--- config.mk ---
export PLATFORM = sky130hd
export DESIGN_NAME = pc_fetch_unit
export DESIGN_NICKNAME = d
export VERILOG_FILES = /design/src/rtl/pc_fetch_unit_pkg.sv /design/src/rtl/pc_fetch_unit.sv
export SDC_FILE = /design/constraint.sdc
export NUM_CORES = 1
export LEC_CHECK = 0
export CAP_MARGIN = 0
export CELL_PAD_IN_SITES_DETAIL_PLACEMENT = 0
export CELL_PAD_IN_SITES_GLOBAL_PLACEMENT = 1
export CORE_MARGIN = 2
export CORE_UTILIZATION = 35
export DETAILED_ROUTE_END_ITERATION = 10
export DONT_BUFFER_PORTS = 1
export HOLD_SLACK_MARGIN = 0.1
export PLACE_DENSITY_LB_ADDON = 0.1
export SYNTH_ARGS = -nofsm -noshare
export SYNTH_HDL_FRONTEND = slang
export SYNTH_SLANG_ARGS = --single-unit
--- constraint.sdc ---
create_clock -name clk -period 2.5 [get_ports clk]
set_clock_uncertainty 0.1 [all_clocks]
set_input_delay 0.625 -clock clk [delete_from_list [all_inputs] [get_ports clk]]
set_output_delay 0.625 -clock clk [all_outputs]
set_load 0.005 [all_outputs]
--- src/rtl/pc_fetch_unit_pkg.sv ---
//============================================================================
// Module      : pc_fetch_unit_pkg
// Description : Shared definitions for the PC / instruction fetch unit:
//               FSM state encoding, the NOP instruction placed in the
//               instruction register at reset, and the default reset PC.
// Revision    : 1.0 - initial release
//============================================================================
`default_nettype none

package pc_fetch_unit_pkg;

    // Width of the fetch FSM state register.
    localparam int unsigned c_STATE_W = 2;

    // Fetch FSM states.
    localparam logic [c_STATE_W-1:0] S_IDLE  = 2'd0; // one-cycle start after reset
    localparam logic [c_STATE_W-1:0] S_FETCH = 2'd1; // imem request outstanding
    localparam logic [c_STATE_W-1:0] S_VALID = 2'd2; // instruction held for decode

    // addi x0, x0, 0 -- harmless word presented by the IR before the first fetch.
    localparam logic [31:0] c_NOP_INSTR = 32'h0000_0013;

    // Default address of the first instruction fetched after reset.
    localparam logic [31:0] c_RESET_PC_DEFAULT = 32'h0000_0000;

endpackage : pc_fetch_unit_pkg

`default_nettype wire

--- src/rtl/pc_fetch_unit.sv ---
//============================================================================
// Module      : pc_fetch_unit
// Description : Owns the architectural PC and fetches one instruction per
//               step from instruction memory over a req/ack interface. The
//               fetched word is held in an instruction register until the
//               core consumes it (avanca), at which point the next PC from
//               the next-PC mux (novoPC) is sampled and fetched.
// Revision    : 1.0 - initial release
//
// Ports
//   clk          in   1       clock, rising edge
//   rst          in   1       synchronous reset, active-high
//   novoPC       in   ADDR_W  next PC, sampled only when a step is accepted
//   avanca       in   1       core consumes current instruction
//   halt         in   1       blocks step acceptance while high
//   imem_req     out  1       instruction memory read request
//   imem_addr    out  ADDR_W  read address, stable while imem_req is high
//   imem_ack     in   1       read done, honoured only while fetching
//   imem_rdata   in   DATA_W  read data, valid with imem_ack
//   atualPC      out  ADDR_W  PC of the word held in instr
//   instr        out  DATA_W  instruction register
//   instr_valid  out  1       instr/atualPC hold a fetched instruction
//   instr_count  out  32      number of accepted steps (wraps)
//============================================================================
`default_nettype none

module pc_fetch_unit
    import pc_fetch_unit_pkg::*;
#(
    parameter int unsigned       ADDR_W   = 32,
    parameter int unsigned       DATA_W   = 32,
    parameter logic [ADDR_W-1:0] RESET_PC = ADDR_W'(c_RESET_PC_DEFAULT)
) (
    input  logic              clk,
    input  logic              rst,
    input  logic [ADDR_W-1:0] novoPC,
    input  logic              avanca,
    input  logic              halt,
    output logic              imem_req,
    output logic [ADDR_W-1:0] imem_addr,
    input  logic              imem_ack,
    input  logic [DATA_W-1:0] imem_rdata,
    output logic [ADDR_W-1:0] atualPC,
    output logic [DATA_W-1:0] instr,
    output logic              instr_valid,
    output logic [31:0]       instr_count
);

    // ------------------------------------------------------------------
    // Registers and their next-state values
    // ------------------------------------------------------------------
    logic [c_STATE_W-1:0] r_state_q;
    logic [c_STATE_W-1:0] w_state_d;
    logic [ADDR_W-1:0]    r_fetch_pc_q;
    logic [ADDR_W-1:0]    w_fetch_pc_d;
    logic [ADDR_W-1:0]    r_atual_pc_q;
    logic [ADDR_W-1:0]    w_atual_pc_d;
    logic [DATA_W-1:0]    r_instr_q;
    logic [DATA_W-1:0]    w_instr_d;
    logic [31:0]          r_count_q;
    logic [31:0]          w_count_d;

    // Qualified events
    logic w_fetch_done;   // memory answered the outstanding request
    logic w_step_accept;  // core consumed the held instruction

    assign w_fetch_done  = (r_state_q == S_FETCH) && imem_ack;
    assign w_step_accept = (r_state_q == S_VALID) && avanca && !halt;

    // ------------------------------------------------------------------
    // FSM: state register
    // ------------------------------------------------------------------
    always_ff @(posedge clk) begin
        if (rst) begin
            r_state_q <= S_IDLE;
        end else begin
            r_state_q <= w_state_d;
        end
    end

    // ------------------------------------------------------------------
    // FSM: next-state logic
    // ------------------------------------------------------------------
    always_comb begin
        w_state_d = r_state_q;
        case (r_state_q)
            S_IDLE:  w_state_d = S_FETCH;
            S_FETCH: if (w_fetch_done)  w_state_d = S_VALID;
            S_VALID: if (w_step_accept) w_state_d = S_FETCH;
            default: w_state_d = S_IDLE;  // unused encoding recovers via a clean restart
        endcase
    end

    // ------------------------------------------------------------------
    // FSM: outputs (Moore, decoded from state only)
    // ------------------------------------------------------------------
    always_comb begin
        imem_req    = 1'b0;
        instr_valid = 1'b0;
        case (r_state_q)
            S_FETCH: imem_req    = 1'b1;
            S_VALID: instr_valid = 1'b1;
            default: ;
        endcase
    end

    // The fetch address register directly drives the memory address, so the
    // address cannot move while a request is outstanding.
    assign imem_addr   = r_fetch_pc_q;
    assign atualPC     = r_atual_pc_q;
    assign instr       = r_instr_q;
    assign instr_count = r_count_q;

    // ------------------------------------------------------------------
    // Datapath next-state: PC, instruction register, retire counter
    // ------------------------------------------------------------------
    always_comb begin
        w_fetch_pc_d = r_fetch_pc_q;
        w_atual_pc_d = r_atual_pc_q;
        w_instr_d    = r_instr_q;
        w_count_d    = r_count_q;

        // Leaving IDLE always begins at the reset vector.
        if (r_state_q == S_IDLE) begin
            w_fetch_pc_d = RESET_PC;
        end

        // IR and atualPC only change on a real answer to our own request;
        // stray acks in other states never reach the IR.
        if (w_fetch_done) begin
            w_instr_d    = imem_rdata;
            w_atual_pc_d = r_fetch_pc_q;
        end

        // novoPC is only meaningful at the moment of a step; wrap is natural.
        if (w_step_accept) begin
            w_fetch_pc_d = novoPC;
            w_count_d    = r_count_q + 32'd1;
        end
    end

    always_ff @(posedge clk) begin
        if (rst) begin
            r_fetch_pc_q <= RESET_PC;
            r_atual_pc_q <= RESET_PC;
            r_instr_q    <= DATA_W'(c_NOP_INSTR);
            r_count_q    <= 32'd0;
        end else begin
            r_fetch_pc_q <= w_fetch_pc_d;
            r_atual_pc_q <= w_atual_pc_d;
            r_instr_q    <= w_instr_d;
            r_count_q    <= w_count_d;
        end
    end

endmodule : pc_fetch_unit

`default_nettype wire

---- Word level (Yosys, flattened, before mapping) ----
Index checks and enable logic that the tools add are counted.
word-level totals
  logic and storage cells ................. 24
  bits of input ports ..................... 69
  bits in registers ....................... 130
cells by class
  equal/unequal tests ..................... 4
  add/sub/neg operators ................... 1
  multiplexer cells ....................... 7
  reduce and logical (&&, ||, !) cells .... 7
operators with widths
  operator               count
  $mux 32                2
  $add 32x1->32 const B  1
  $pmux 2 s3             1
  $mux 2                 2
  $ne 2x2->1 const B     2
  $logic_and 1x1->1      3
  $eq 2x1->1 const B     1
  $eq 2x2->1 const B     1
  $logic_not 2->1        1
  $mux 1                 2
  $reduce_and 2->1       1
  $reduce_bool 2->1      1
  $logic_not 1->1        1

---- Logic depth before layout (Yosys ltp) ----
Gate-level depths: netlist of run 1.
  depth in word-level cells ............... 5
  gate-level depth with buffers ........... 6
  mapped depth without buffers ............ 6

---- Least setup slack after synthesis of run 1 ----
No wires, ideal clock.
  kind .................................... in2reg
  from .................................... input halt
  to ...................................... register r_count_q[15] (netlist: instr_count[15])
  buffers on the path ..................... 0
  stages .................................. 4
  arrival time ............................ 1859 ps
  slack ................................... 471 ps
  path through ............................ nand4bb_4 or4_4 or3_1 a21oi_1
between the ends
  longest elaborated chain between the ends .. 2
ends and longest elaborated chain
  element               line                  source
  start, declared       pc_fetch_unit.sv:38   input logic halt,
  $logic_not 1->1       pc_fetch_unit.sv:68   assign w_step_accept = (r_state_q == S_VALID) && avanca && !halt;
  $logic_and 1x1->1     pc_fetch_unit.sv:68
  end signal, assigned  pc_fetch_unit.sv:152  r_count_q <= w_count_d;
  end, declared         pc_fetch_unit.sv:60   logic [31:0] r_count_q;
No other way between the ends.
A chain may end at the register's enable or synchronous reset.

---- Worst setup path in the final report of run 1 ----
  from .................................... register r_count_q[15] (netlist: instr_count[15])
  to ...................................... register r_count_q[31] (netlist: instr_count[31])
between the ends
  longest elaborated chain between the ends .. 1
ends and longest elaborated chain
  element        line                  source
  $add 32x1->32  pc_fetch_unit.sv:138  w_count_d = r_count_q + 32'd1;
No other way between the ends.

==> results of run 1 <==
cells by family (layout without fill, tap and decap cells):
group           after synthesis  in the layout  share of synthesized area, %
simple gates                260            260                          24.6
fa+ha+maj                     1              1                         0.261
buf+inv                      38             40                          3.11
compound gates              111            111                          13.3
flops                       130            130                          54.3
xor+xnor                     24             24                          4.39
area by class of cell:
cell class	count	area, um2	share of cell area, %
flip-flops and latches	130	2600	47.5
multi-input cells	396	2040	37.3
clock buffers	23	478	8.73
well taps	176	220	4.02
repair buffers	9	67.6	1.23
clock inverters	6	57.6	1.05
inverters	2	7.51	0.137
cell usage after synthesis (2+ instances only):
library cell and number:
or3_1 7, a21oi_1 71, nor4_1 2, nand2_1 144
nand3_2 2, buf_1 9, and2_1 2, xor2_1 15
nand4_1 6, nand3b_1 3, nor4_2 3, clkbuf_1 22
buf_2 5, and3_1 4, xnor2_1 9, a22oi_1 32
and4_1 2, nand3_1 15, inv_1 2, o21ai_0 7
nor3_1 3, dfxtp_1 130, nor2_1 59
per-stage QoR:
step | utilization [%] | area, um2 | power [mW] | setup slack [ns] | std cells
floorplan | - | 4790 | 2.30 | 0.471 | 564
global placement | 37.2 | 4940 | 2.31 | 0.359 | 713
detailed placement | 37.2 | 4940 | 2.31 | 0.335 | 713
CTS | 41.2 | 5480 | 4.59 | 0.505 | 742
global route | 41.2 | 5480 | 4.69 | 0.296 | 742
finish | 41.2 | 5480 | 4.52 | 0.532 | 742
critical path: cells and delay by family, from the launching register on:
kind / cells / cell delay, ns
AOI/OAI and AO/OA: 1 / 0.13
DFF: 1 / 0.45
and+or+nand+nor: 4 / 1.22
how the worst max path moves through the flow:
stage	start	endpoint	slack (ns)	cells past startpoint
after floorplan	halt	instr_count[15]	0.47	4
after detailed placement	halt	instr_count[31]	0.34	5
final	instr_count[15]	instr_count[31]	0.53	5
after global placement	halt	instr_count[31]	0.36	5
after global routing	instr_count[15]	instr_count[31]	0.30	5
after CTS	instr_count[15]	instr_count[31]	0.50	5
state kept, by name, indices dropped and copies added (netlist names):
register and count:
atualPC 32, imem_addr 32, instr 32, instr_count 32
r_state_q 2
where the power goes:
part / total, mW / internal, mW / switching [mW]
logic: 0.131 / 0.0407 / 0.0907
registers: 2.13 / 2.11 / 0.0278
clock network: 2.25 / 1.42 / 0.828
metal layers:
metal  wire, um  track usage (%)  share of wire (%)  up-vias
met4        191             7.34                1.5        0
met3       1220             8.60                9.8       13
met5          0                0                  0        -
met2       5850             26.8                 47      131
li1           -                -                  -     1874
met1       5180             19.3                 42     1755
==> results.tsv, run 1 <==
stage	metric	value	unit
clock_network	root_buffer	clkbuf_16	
route	firstDrtPassIters	4	
grt	grt_max_degree	131	
route	postRouteAntennaNets	0	
grt	grt_overflow	0	
sta	worst_slew_pin_slew	0.543	ns
floorplan	ios	199	
pwr	p_leak	1.85	nW
cells_and_area	nNetsFinal	626	
sta	fin_tns_setup	0	ns
place	place.gp.congestion	0.714	
synth	synth_warnings	0	
synth	synth_edf_count	0	
sta	max_freq	508	MHz
floorplan	fp.dieW	121	um
sta	hold_slack	0.197	ns
setup_path	worst_ep_arrival_time	2.20	ns
floorplan	fp-row-count	42	
synth	synth.avg_cell_area	8.50	um2
sta	rsz0062_at_grt	no	
place	dp_hpwl	8080	um
clock_network	cts.sinks	130	
setup_path	cp_cell_sequence	nand3_2 -> nor4_4 -> nand3_2 -> or3_1 -> a21oi_1	
synth	syn_inst	564	
route	vias_per_cell	5.08	
clock_network	cts_resized	0	
hold_path	hp-class	input pin to flip-flop	
sta	fin_crit	1.97	ns
sta	setup_viol	0	
grt	antenna_found_initial	1	
run	drv_cap	0	
setup_path	crit_slowest_cell	dfxtp_1	
pwr	peakVddDrop	0.384	mV
setup_path	reg2reg_setup_slack	0.53	ns
hold_path	hp-start	rst	
clock_network	clk_pin_slew	0.05	ns
clock_network	htree_levels	4	
synth	synth_area_leader_cell	dfxtp_1	
sta	final-max-slew-violation-count	0	
clock_network	cts_setup_buffers	0	
setup_path	required	2.74	ns
route	avgRoutedWirePerCell	16.8	um
status	status	complete, no violations	
setup_path	slowest_delay	0.45	ns
route	wl	12400	um
setup_path	worstPathMaxFanout	9	
cells_and_area	drive_gt1_share	8.30	%
setup_path	crit_top_cell	nand3_2	
synth	synth_area_leaders	dfxtp_1 (54%), nand2_1 (11%), a21oi_1 (7.4%)	
setup_path	regToRegStartpoint	instr_count[15]	
synth	syn_nets	634	
floorplan	coreArea	13300	um2
sta	period_share	78.7	%
route	drtIter0Drc	202	
synth	synth_area	4790	um2
cells_and_area	fillCellCount	1397	
grt	grt_usage	17.0	%
hold_path	hold_end	instr[5]	
cells_and_area	final_cell_mix	nand2_1 (143), dfxtp_1 (130), a21oi_1 (71)	
clock_network	clkLatencyLatePin	0.41	ns
clock_network	ctsLongestPathBuffers	2	
clock_network	cts_tree	built	
pwr	p_per_area	824	nW/um2
synth	synth_top_area_share	54.3	%
synth	ys_ff_latch	130	
setup_path	worstRegToRegCells	5	
floorplan	die_h	121	um
synth	async_flop_share	0	%
setup_path	startpoint_type	flip-flop	
synth	synth_flop_cell	dfxtp_1	
synth	synth_cell_type_count	33	
synth	yosysSeqAreaShare	54.3	%
sta	finalHoldViolCount	0	
setup_path	crit_type	flip-flop to flip-flop	
setup_path	endpoint_kind	flip-flop	
cells_and_area	n_antenna_cell	0	
grt	grt_pass1_wl	19300	um
clock_network	cts_buffers	17	
floorplan	die_area	14600	um2
clock_network	cts-hold-fix-buffers	0	
setup_path	r2r-end	instr_count[31]	
hold_path	whs_path_depth	1	
sta	maxSlewHeadroom	63.5	%
floorplan	initial_core_util	36.0	%
cells_and_area	syn_to_final_growth	14.3	%
place	port_buffers	0	
route	drc_errors	0	
grt	grt_pass1_vias	3674	
cells_and_area	layout_commonest_cell	nand2_1	
route	via_count	3773	
Power figures use the tool's default switching activity.
==> run 2, diff against run 1 <==
Clock period 2.5 ns to 2 ns, I/O delays scaled along.
==> run 2 against run 1 <==
Critical path depth increased by 1. Final cell count up 5.1%. Fmax rose by 3.4%. Non-clock buffer count increased by 39. Die area unchanged. Largest power group unchanged. First-iteration DRC count rose by 24%. Worst hold slack got worse by 0.13 ns. Cell area grew 8.4%. Via count increased by 4.1%. Sequential power is 25% higher.
==> results.tsv, run 2 (same netlist as run 1, synthesis figures left out) <==
stage	metric	value	unit	change
grt	grt.met3_usage	8.98	%	+0.38 points
sta	hold_slack	0.0685	ns	-0.129 ns
floorplan	die_h	121	um	unchanged
setup_path	worst-path-buf-inv	2		+2
setup_path	startpoint_type	flip-flop		
sta	finalHoldViolCount	0		unchanged
cells_and_area	fin_cells	780		+5.1%
place	place.gp.congestion	0.756		+6.0%
clock_network	cts_tree	built		
setup_path	path_delay_family	buffers and inverters		
cells_and_area	nNetsFinal	665		+6.2%
grt	grt_pass1_wl	20000	um	+4.0%
place	placed_area	5150	um2	+4.2%
route	via_count	3928		+4.1%
grt	grt_max_degree	131		unchanged
hold_path	hp-class	input pin to flip-flop		
floorplan	die_area	14600	um2	unchanged
route	avgRoutedWirePerCell	16.6	um	-0.98%
setup_path	slowest_delay	0.56	ns	+0.11 ns
setup_path	crit_type	flip-flop to flip-flop		
clock_network	clk_pin_slew	0.06	ns	about the same
grt	grt_pass1_vias	3821		+4.0%
clock_network	clkLatencyLatePin	0.41	ns	about the same
floorplan	initial_core_util	36.0	%	unchanged
setup_path	required	2.19	ns	-0.55 ns
sta	period_share	95.1	%	+16 points
clock_network	cts.sinks	130		unchanged
cells_and_area	drive_gt1_share	12.1	%	+3.8 points
clock_network	cts_buffers	17		unchanged
sta	maxSlewHeadroom	75.0	%	+12 points
setup_path	endpoint_kind	flip-flop		
sta	worst_slew_pin_slew	0.372	ns	-0.171 ns
sta	fin_crit	1.90	ns	-0.0650 ns
clock_network	cts-hold-fix-buffers	15		+15
setup_path	worstPathMaxFanout	7		-2
floorplan	fp-row-count	42		unchanged
sta	max_freq	526	MHz	+3.4%
cells_and_area	layout_commonest_cell	nand2_1		
hold_path	whs_path_depth	1		unchanged
route	vias_per_cell	5.04		-0.96%
clock_network	htree_levels	4		unchanged
floorplan	ios	199		unchanged
route	drtIter0Drc	251		+24%
setup_path	worst_ep_arrival_time	2.10	ns	-0.10 ns
setup_path	reg2reg_setup_slack	0.1	ns	-0.43 ns
cells_and_area	final_cell_mix	nand2_1 (143), dfxtp_1 (128), a21oi_1 (71)		
clock_network	ctsLongestPathBuffers	2		unchanged
pwr	peakVddDrop	0.510	mV	+33%
sta	setup_viol	0		unchanged
pwr	p_per_area	996	nW/um2	+21%
grt	antenna_found_initial	0		-1
place	placed_cells_incl_taps	734		+2.9%
clock_network	root_buffer	clkbuf_16		
route	firstDrtPassIters	4		unchanged
route	drc_errors	0		unchanged
grt	busiest_layer	met2		
setup_path	cp_cell_sequence	and4bb_2 -> buf_4 -> nand4_1 -> xor2_1 -> nor2_1 -> dlygate4sd3_1		
grt	met1_usage	19.7	%	+0.42 points
grt	grt_overflow	0		unchanged
cells_and_area	finalInstanceArea	5940	um2	+8.4%
grt	grt_usage	17.6	%	+0.60 points
sta	final-max-slew-violation-count	0		unchanged
cells_and_area	fillCellCount	1345		-3.7%
pwr	power	5.91	mW	+31%
place	port_buffers	0		unchanged
floorplan	coreArea	13300	um2	unchanged
setup_path	worstRegToRegCells	6		+1
status	status	complete, no violations		
cells_and_area	n_antenna_cell	0		unchanged
grt	use_met2	27.9	%	+1.1 points
pwr	p_leak	2.13	nW	+15%
place	dp_hpwl	8510	um	+5.3%
route	postRouteAntennaNets	0		unchanged
floorplan	fp.dieW	121	um	unchanged
setup_path	crit_slowest_cell	dlygate4sd3_1		
cells_and_area	syn_to_final_growth	23.9	%	
run	drv_cap	0		unchanged
setup_path	crit_cells	6		+1
route	wl	13000	um	+4.1%
sta	rsz0062_at_grt	no		
==> run 2: cell types whose count changed in the layout (fill, tap and decap cells not counted), sizes merged <==
| cell | change |
|---|---|
| buf | +23 |
| bufinv | +2 |
| clkinv | -2 |
| dlygate4sd3 | +15 |
==> run 2: worst paths after layout <==
path / from / endpoint
min reg2reg: instr[2] / instr[2]
max: r_state_q[0] / instr_count[3]
max reg2reg: r_state_q[0] / instr_count[3]
min: rst / instr[17]
==> run 2: repair_timing <==
item / 4_1_cts / 5_1_grt
buffers inserted: 0 / 2
resized for setup: 0 / 8
endpoints found under the setup margin: 0 / 14
endpoints found under the hold margin: 128 / 99
==> run 2: final cells by class <==
class | instances | area, um2 | share of cell area [%]
clock inverter | 6 | 108 | 1.81
sequential | 130 | 2610 | 43.9
multi-input combinational | 396 | 2060 | 34.7
inverter | 2 | 7.51 | 0.126
clock buffer | 22 | 464 | 7.82
timing repair buffer | 48 | 469 | 7.90
tap | 176 | 220 | 3.71
==> run 2: layer usage <==
layer | vias to the layer above | part of all wire (%)
li1 | 1951 | -
met1 | 1835 | 41
met2 | 123 | 48
met3 | 19 | 9.6
met4 | 0 | 2.1
met5 | - | 0
==> run 2: report_power, final <==
group          switching (mW)  internal (mW)
sequential             0.0344           2.63
clock                    1.05           1.99
combinational           0.121         0.0801
total                    1.20           4.70
==> run 2: stage by stage <==
stage	worst slack, ns	TNS, ns	utilization, %
after floorplan	0.0964	0	-
after global placement	0.0347	0	38.7
after detailed placement	-0.0225	-0.0225	38.7
after CTS	0.0145	0	44.2
after global routing	0.000543	0	44.6
final	0.0971	0	44.6
